`src/rtl/blink_decoder.sv`:
```
// Purpose: recover toggle timing from an asynchronous blink line; report lock, error and timeout.
// Latency: a led change sampled at clock edge k gives edge_flg/period/err/locked updates after edge k+2.
// Backpressure: none; this is a free-running monitor, and all outputs are registered status.
module blink_decoder #(
    parameter int CBITS  = 25,
    parameter int TOL    = 2,
    parameter int LOCK_N = 4
) (
    input  logic             clk,
    input  logic             rst,
    input  logic             led,
    output logic             edge_flg,
    output logic             level,
    output logic [CBITS:0]   period,
    output logic             locked,
    output logic             err
);

    localparam int GW = (LOCK_N < 2) ? 1 : $clog2(LOCK_N + 1);

    localparam logic [CBITS:0]   MAX   = '1;
    localparam logic [CBITS:0]   MAX_M1 = MAX - 1'b1;
    localparam logic [CBITS+1:0] NOM   = (CBITS+2)'(1) << CBITS;
    localparam logic [CBITS+1:0] W_TOL = (CBITS+2)'(TOL);
    localparam logic [CBITS+1:0] LO    = NOM - W_TOL;
    localparam logic [CBITS+1:0] HI    = NOM + W_TOL;
    localparam logic [GW-1:0]    LOCK_CNT = GW'(LOCK_N);

    localparam logic [1:0] ST_IDLE = 2'd0;
    localparam logic [1:0] ST_ACQ  = 2'd1;
    localparam logic [1:0] ST_LOCK = 2'd2;

    logic           r_s1;
    logic           r_s2;
    logic           r_s3;
    logic [CBITS:0] r_ivl;
    logic [GW-1:0]  r_good_cnt;
    logic [1:0]     r_state;
    logic           r_edge_flg;
    logic [CBITS:0] r_period;
    logic           r_locked;
    logic           r_err;

    logic             w_edge;
    logic [CBITS:0]   w_m;
    logic [CBITS+1:0] w_m_ext;
    logic             w_good;
    logic             w_tmo;
    logic [GW-1:0]    w_good_next;

    // The s2/s3 pair marks a toggle; s1 only absorbs metastability.
    assign w_edge = r_s2 ^ r_s3;

    // The counter holds (interval - 1) just before an edge. Saturation caps the reported interval at MAX.
    assign w_m     = (r_ivl < MAX) ? (r_ivl + 1'b1) : MAX;
    assign w_m_ext = {1'b0, w_m};
    assign w_good  = (w_m_ext >= LO) && (w_m_ext <= HI);

    // A timeout fires only on the step into saturation, so a dead line produces a single err pulse.
    assign w_tmo       = !w_edge && (r_ivl == MAX_M1) && (r_state != ST_IDLE);
    assign w_good_next = r_good_cnt + 1'b1;

    assign edge_flg = r_edge_flg;
    assign level    = r_s2;
    assign period   = r_period;
    assign locked   = r_locked;
    assign err      = r_err;

    // Three-flop synchronizer on the asynchronous blink line
    always_ff @(posedge clk or negedge rst) begin
        if (!rst) begin
            r_s1 <= 1'b0;
            r_s2 <= 1'b0;
            r_s3 <= 1'b0;
        end else begin
            r_s1 <= led;
            r_s2 <= r_s1;
            r_s3 <= r_s2;
        end
    end

    // Interval counter: restarts on every toggle, otherwise counts up and saturates
    always_ff @(posedge clk or negedge rst) begin
        if (!rst) begin
            r_ivl <= '0;
        end else if (w_edge) begin
            r_ivl <= '0;
        end else if (r_ivl != MAX) begin
            r_ivl <= r_ivl + 1'b1;
        end
    end

    // Lock tracking: classify each interval, then update state, period, locked and err
    always_ff @(posedge clk or negedge rst) begin
        if (!rst) begin
            r_state    <= ST_IDLE;
            r_good_cnt <= '0;
            r_edge_flg <= 1'b0;
            r_period   <= '0;
            r_locked   <= 1'b0;
            r_err      <= 1'b0;
        end else begin
            r_edge_flg <= w_edge;
            r_err      <= 1'b0;
            if (w_edge) begin
                case (r_state)
                    ST_IDLE: begin
                        // The first toggle only sets the reference point, so there is nothing to measure yet.
                        r_state    <= ST_ACQ;
                        r_good_cnt <= '0;
                    end
                    ST_ACQ: begin
                        r_period <= w_m;
                        if (w_good) begin
                            if (w_good_next == LOCK_CNT) begin
                                r_state    <= ST_LOCK;
                                r_locked   <= 1'b1;
                                r_good_cnt <= '0;
                            end else begin
                                r_good_cnt <= w_good_next;
                            end
                        end else begin
                            r_err      <= 1'b1;
                            r_good_cnt <= '0;
                        end
                    end
                    ST_LOCK: begin
                        r_period <= w_m;
                        if (!w_good) begin
                            r_err      <= 1'b1;
                            r_locked   <= 1'b0;
                            r_state    <= ST_ACQ;
                            r_good_cnt <= '0;
                        end
                    end
                    default: begin
                        r_state    <= ST_IDLE;
                        r_good_cnt <= '0;
                        r_locked   <= 1'b0;
                    end
                endcase
            end else if (w_tmo) begin
                r_err      <= 1'b1;
                r_locked   <= 1'b0;
                r_state    <= ST_IDLE;
                r_good_cnt <= '0;
            end
        end
    end

endmodule

```
`config.mk`:
```
export PLATFORM = sky130hd
export DESIGN_NAME = blink_decoder
export DESIGN_NICKNAME = d
export VERILOG_FILES = /design/src/rtl/blink_decoder.sv
export SDC_FILE = /design/constraint.sdc
export NUM_CORES = 1
export LEC_CHECK = 0
export CAP_MARGIN = 20
export CORE_UTILIZATION = 58
export DETAILED_ROUTE_END_ITERATION = 12
export PLACE_DENSITY_LB_ADDON = 0.3
export SLEW_MARGIN = 30
export SYNTH_ARGS = -nofsm -noshare
export SYNTH_HDL_FRONTEND = slang
export SYNTH_SLANG_ARGS = --single-unit
export TNS_END_PERCENT = 5
```
`constraint.sdc`:
```
create_clock -name clk -period 8.6 [get_ports clk]
set_input_delay 1.72 -clock clk [delete_from_list [all_inputs] [get_ports clk]]
set_output_delay 1.72 -clock clk [all_outputs]
set_load 0.005 [all_outputs]
```
==> flow_summary_export.csv <==
group,metric,value,unit
clock_tree,cts_tree,"done",
logic_synthesis,synth_compound_area_frac,0.150,
job,maxCapViolations,0,
clock_tree,hold_buffers,0,
floorplan,die_height,80.0,um
route,wire_per_inst,16.4,um
sta,whs,0.393,ns
layout,final_common_cell,"dfrtp_1",
logic_synthesis,synth.distinct_cells,63,
worst_setup_path,crit_path_end_kind,"register",
route,viasPerCell,5.86,
worst_setup_path,startpoint,"r_ivl[0]$_DFFE_PN0P_",
clock_tree,cts_sinks,63,
floorplan,die_w,80.0,um
clock_tree,postCtsSetupRepairBufs,0,
grt,grt.total_usage,0.274,
logic_synthesis,async_flop_share,1.00,
route,routed_wl,7960,um
status,status,"complete, no violations",
clock_tree,insertion_delay,0.34,ns
logic_synthesis,synth_xor_area_frac,0.0472,
place,routabilityCongestion,0.960,
logic_synthesis,synth_ff_type,"dfrtp_1",
logic_synthesis,syn_area,3530,um2
worst_setup_path,startpoint_type,"register",
logic_synthesis,synth_nets,393,
route,drtIter0Drc,142,
grt,grt_pass1_wl,13200,um
sta,max_freq,299,MHz
floorplan,die_area,6400,um2
floorplan,initial_core_util,0.599,
logic_synthesis,synth.avg_cell_area,9.24,um2
logic_synthesis,yosys.area_share.simple,0.276,
floorplan,rows,28,
layout,fillers,461,
grt,grt_overflow,0,
sta,finalHoldViolations,0,
worst_setup_path,rr_endpoint,"r_state[0]$_DFFE_PN0P_",
layout,syn2layout_area_growth,16.5,%
logic_synthesis,syn_inst,382,
sta,setup-violations-final,0,
sta,setup-tns-final,0,ns
logic_synthesis,synth-edff-count,0,
worst_setup_path,crit_fanout,18,
layout,multi_input_area,1820,um2
floorplan,coreArea,5890,um2
min_path,hold_path.class,"reg2reg",
route,vias,2843,
layout,seq_area,1580,um2
layout,antenna_cells,0,
route,dr.pass1.iters,4,
power_and_ir_drop,power_leakage,1.75,nW
sta,grt_setup_unrepaired,"no",
sta,slew_headroom,0.464,
route,drc,0,
layout,final_net_count,416,
clock_tree,cts.htree.levels,3,
logic_synthesis,synth_warnings,0,
sta,period_share,0.388,
layout,drive_gt1_frac,0.110,
worst_setup_path,required,8.88,ns
worst_setup_path,critPathArrivalTime,3.61,ns
power_and_ir_drop,ir_worst_vdd,118,uV
clock_tree,clockBufferDepth,2,
min_path,min_from,"r_s1$_DFF_PN0_",
place,dp.final_hpwl,5600,um
grt,antenna_found_initial,0,
layout,mostFrequentLayoutCells,"dfrtp_1 (63), nor2_1 (55), nand2_1 (40), o21ai_0 (34), clkdlybuf4s50_1 (31)",
min_path,min_to,"level$_DFF_PN0_",
min_path,whs_path_depth,0,
logic_synthesis,synth_seq_cells,63,
logic_synthesis,synth_mux_area_frac,0.00922,
clock_tree,cts_resized,0,
place,portBuffers,32,
floorplan,io-pin-count,33,
worst_setup_path,r2r_slack,5.26,ns
grt,grt_pass1_vias,2650,
clock_tree,path_clk_slew,0.07,ns
worst_setup_path,r2r_cells,9,
route,ant_nets,0,
logic_synthesis,synthAdderAreaFrac,0.0284,
sta,final-max-slew-violation-count,0,
clock_tree,cts-root-buf,"clkbuf_8",
sta,worstMarginPinSlew,0.803,ns
worst_setup_path,rr_startpoint,"r_ivl[0]$_DFFE_PN0P_",
sta,period_needed,3.34,ns
clock_tree,numCtsBuffers,9,
worst_setup_path,worst-setup-path-type,"reg2reg",
layout,final_core_util,0.698,
power_and_ir_drop,power_density,182,nW/um2
grt,grt_max_degree,64,
logic_synthesis,yosysSeqAreaShare,0.447,
sta,fin_skew,0.00899,ns
logic_synthesis,synth_top_family_by_area,"simple AND/OR/NAND/NOR gates",
-- kinds of logic after synthesis --
logic type | after synthesis
DFF | 63
and+or+nand+nor | 181
AOI/OAI and AO/OA | 77
adders and majority gates | 8
muxes | 3
buffers and inverters | 31
xor gates and xnor gates | 19
-- sequential cells by signal, summed over array words and instances, names as in the netlist --
register	flops
r_good_cnt	3
level	1
r_state	2
r_ivl	26
err	1
r_s1	1
period	26
r_s3	1
locked	1
edge_flg	1
-- power breakdown --
part	switching, mW	internal [mW]
Combinational	0.0604	0.0411
Clock	0.114	0.208
Sequential	0.0120	0.310
Total	0.187	0.559
-- how the worst max path moves through the flow --
stage                                      to  cells after the start
finish                 r_state[0]$_DFFE_PN0P_                      9
global route        r_good_cnt[2]$_DFFE_PN0P_                      9
CTS                    r_state[0]$_DFFE_PN0P_                      9
detailed placement     r_state[0]$_DFFE_PN0P_                      9
global placement    r_good_cnt[2]$_DFFE_PN0P_                      9
floorplan              r_state[0]$_DFFE_PN0P_                     11
-- critical path: stages (launching register included) --
cell	delay [ns]
dfrtp_1	0.48
ha_1	0.35
nand4_2	0.18
or4_4	0.58
nor2_4	0.42
o211ai_2	0.16
o32a_4	0.44
or2_1	0.27
o32ai_2	0.20
a32o_1	0.19
-- per-stage QoR --
stage	setup WS, ns	cell area [um2]	total power, mW	instances
after floorplan	5.67	3530	0.389	382
final	5.26	4110	0.746	485
after CTS	5.27	4100	0.753	485
after global routing	5.09	4110	0.777	485
after global placement	5.39	3850	0.425	469
after detailed placement	5.29	3850	0.429	469
-- synth_stat cells (all sizes together) (3+ instances only) --
cell | number | share of area
a21oi | 4 | 0.0057
nor4 | 5 | 0.018
buf | 10 | 0.019
nand2 | 41 | 0.044
a211oi | 4 | 0.0085
o21a | 5 | 0.011
nand2b | 3 | 0.0053
nor2 | 56 | 0.062
o22ai | 3 | 0.0053
and2 | 7 | 0.012
clkbuf | 13 | 0.015
inv | 8 | 0.0085
and4 | 6 | 0.016
or3 | 3 | 0.0053
ha | 8 | 0.028
nand3 | 18 | 0.028
xnor2 | 12 | 0.030
nor3 | 8 | 0.011
and3 | 9 | 0.016
nand4 | 13 | 0.031
xor2 | 7 | 0.017
dfrtp | 63 | 0.45
a31oi | 4 | 0.0071
o21ai | 35 | 0.050
or2 | 4 | 0.0071
-- metal layers --
| layer | global-route usage | routed length (um) | part of all wire | vias to the layer above |
|---|---|---|---|---|
| met4 | 0.123 | 140 | 0.018 | 0 |
| met2 | 0.412 | 3650 | 0.46 | 78 |
| met3 | 0.0537 | 383 | 0.048 | 12 |
| met5 | 0 | 0 | 0 | - |
| li1 | - | - | - | 1395 |
| met1 | 0.382 | 3790 | 0.48 | 1358 |
-- layout make-up --
class / count / area share
clock buffers: 11 / 0.0368
clock inverters: 5 / 0.0253
inverters: 8 / 0.00731
multi-input cells: 288 / 0.442
flip-flops and latches: 63 / 0.384
well taps: 75 / 0.0228
repair buffers: 35 / 0.0822
(Power assumes the default switching activity.)
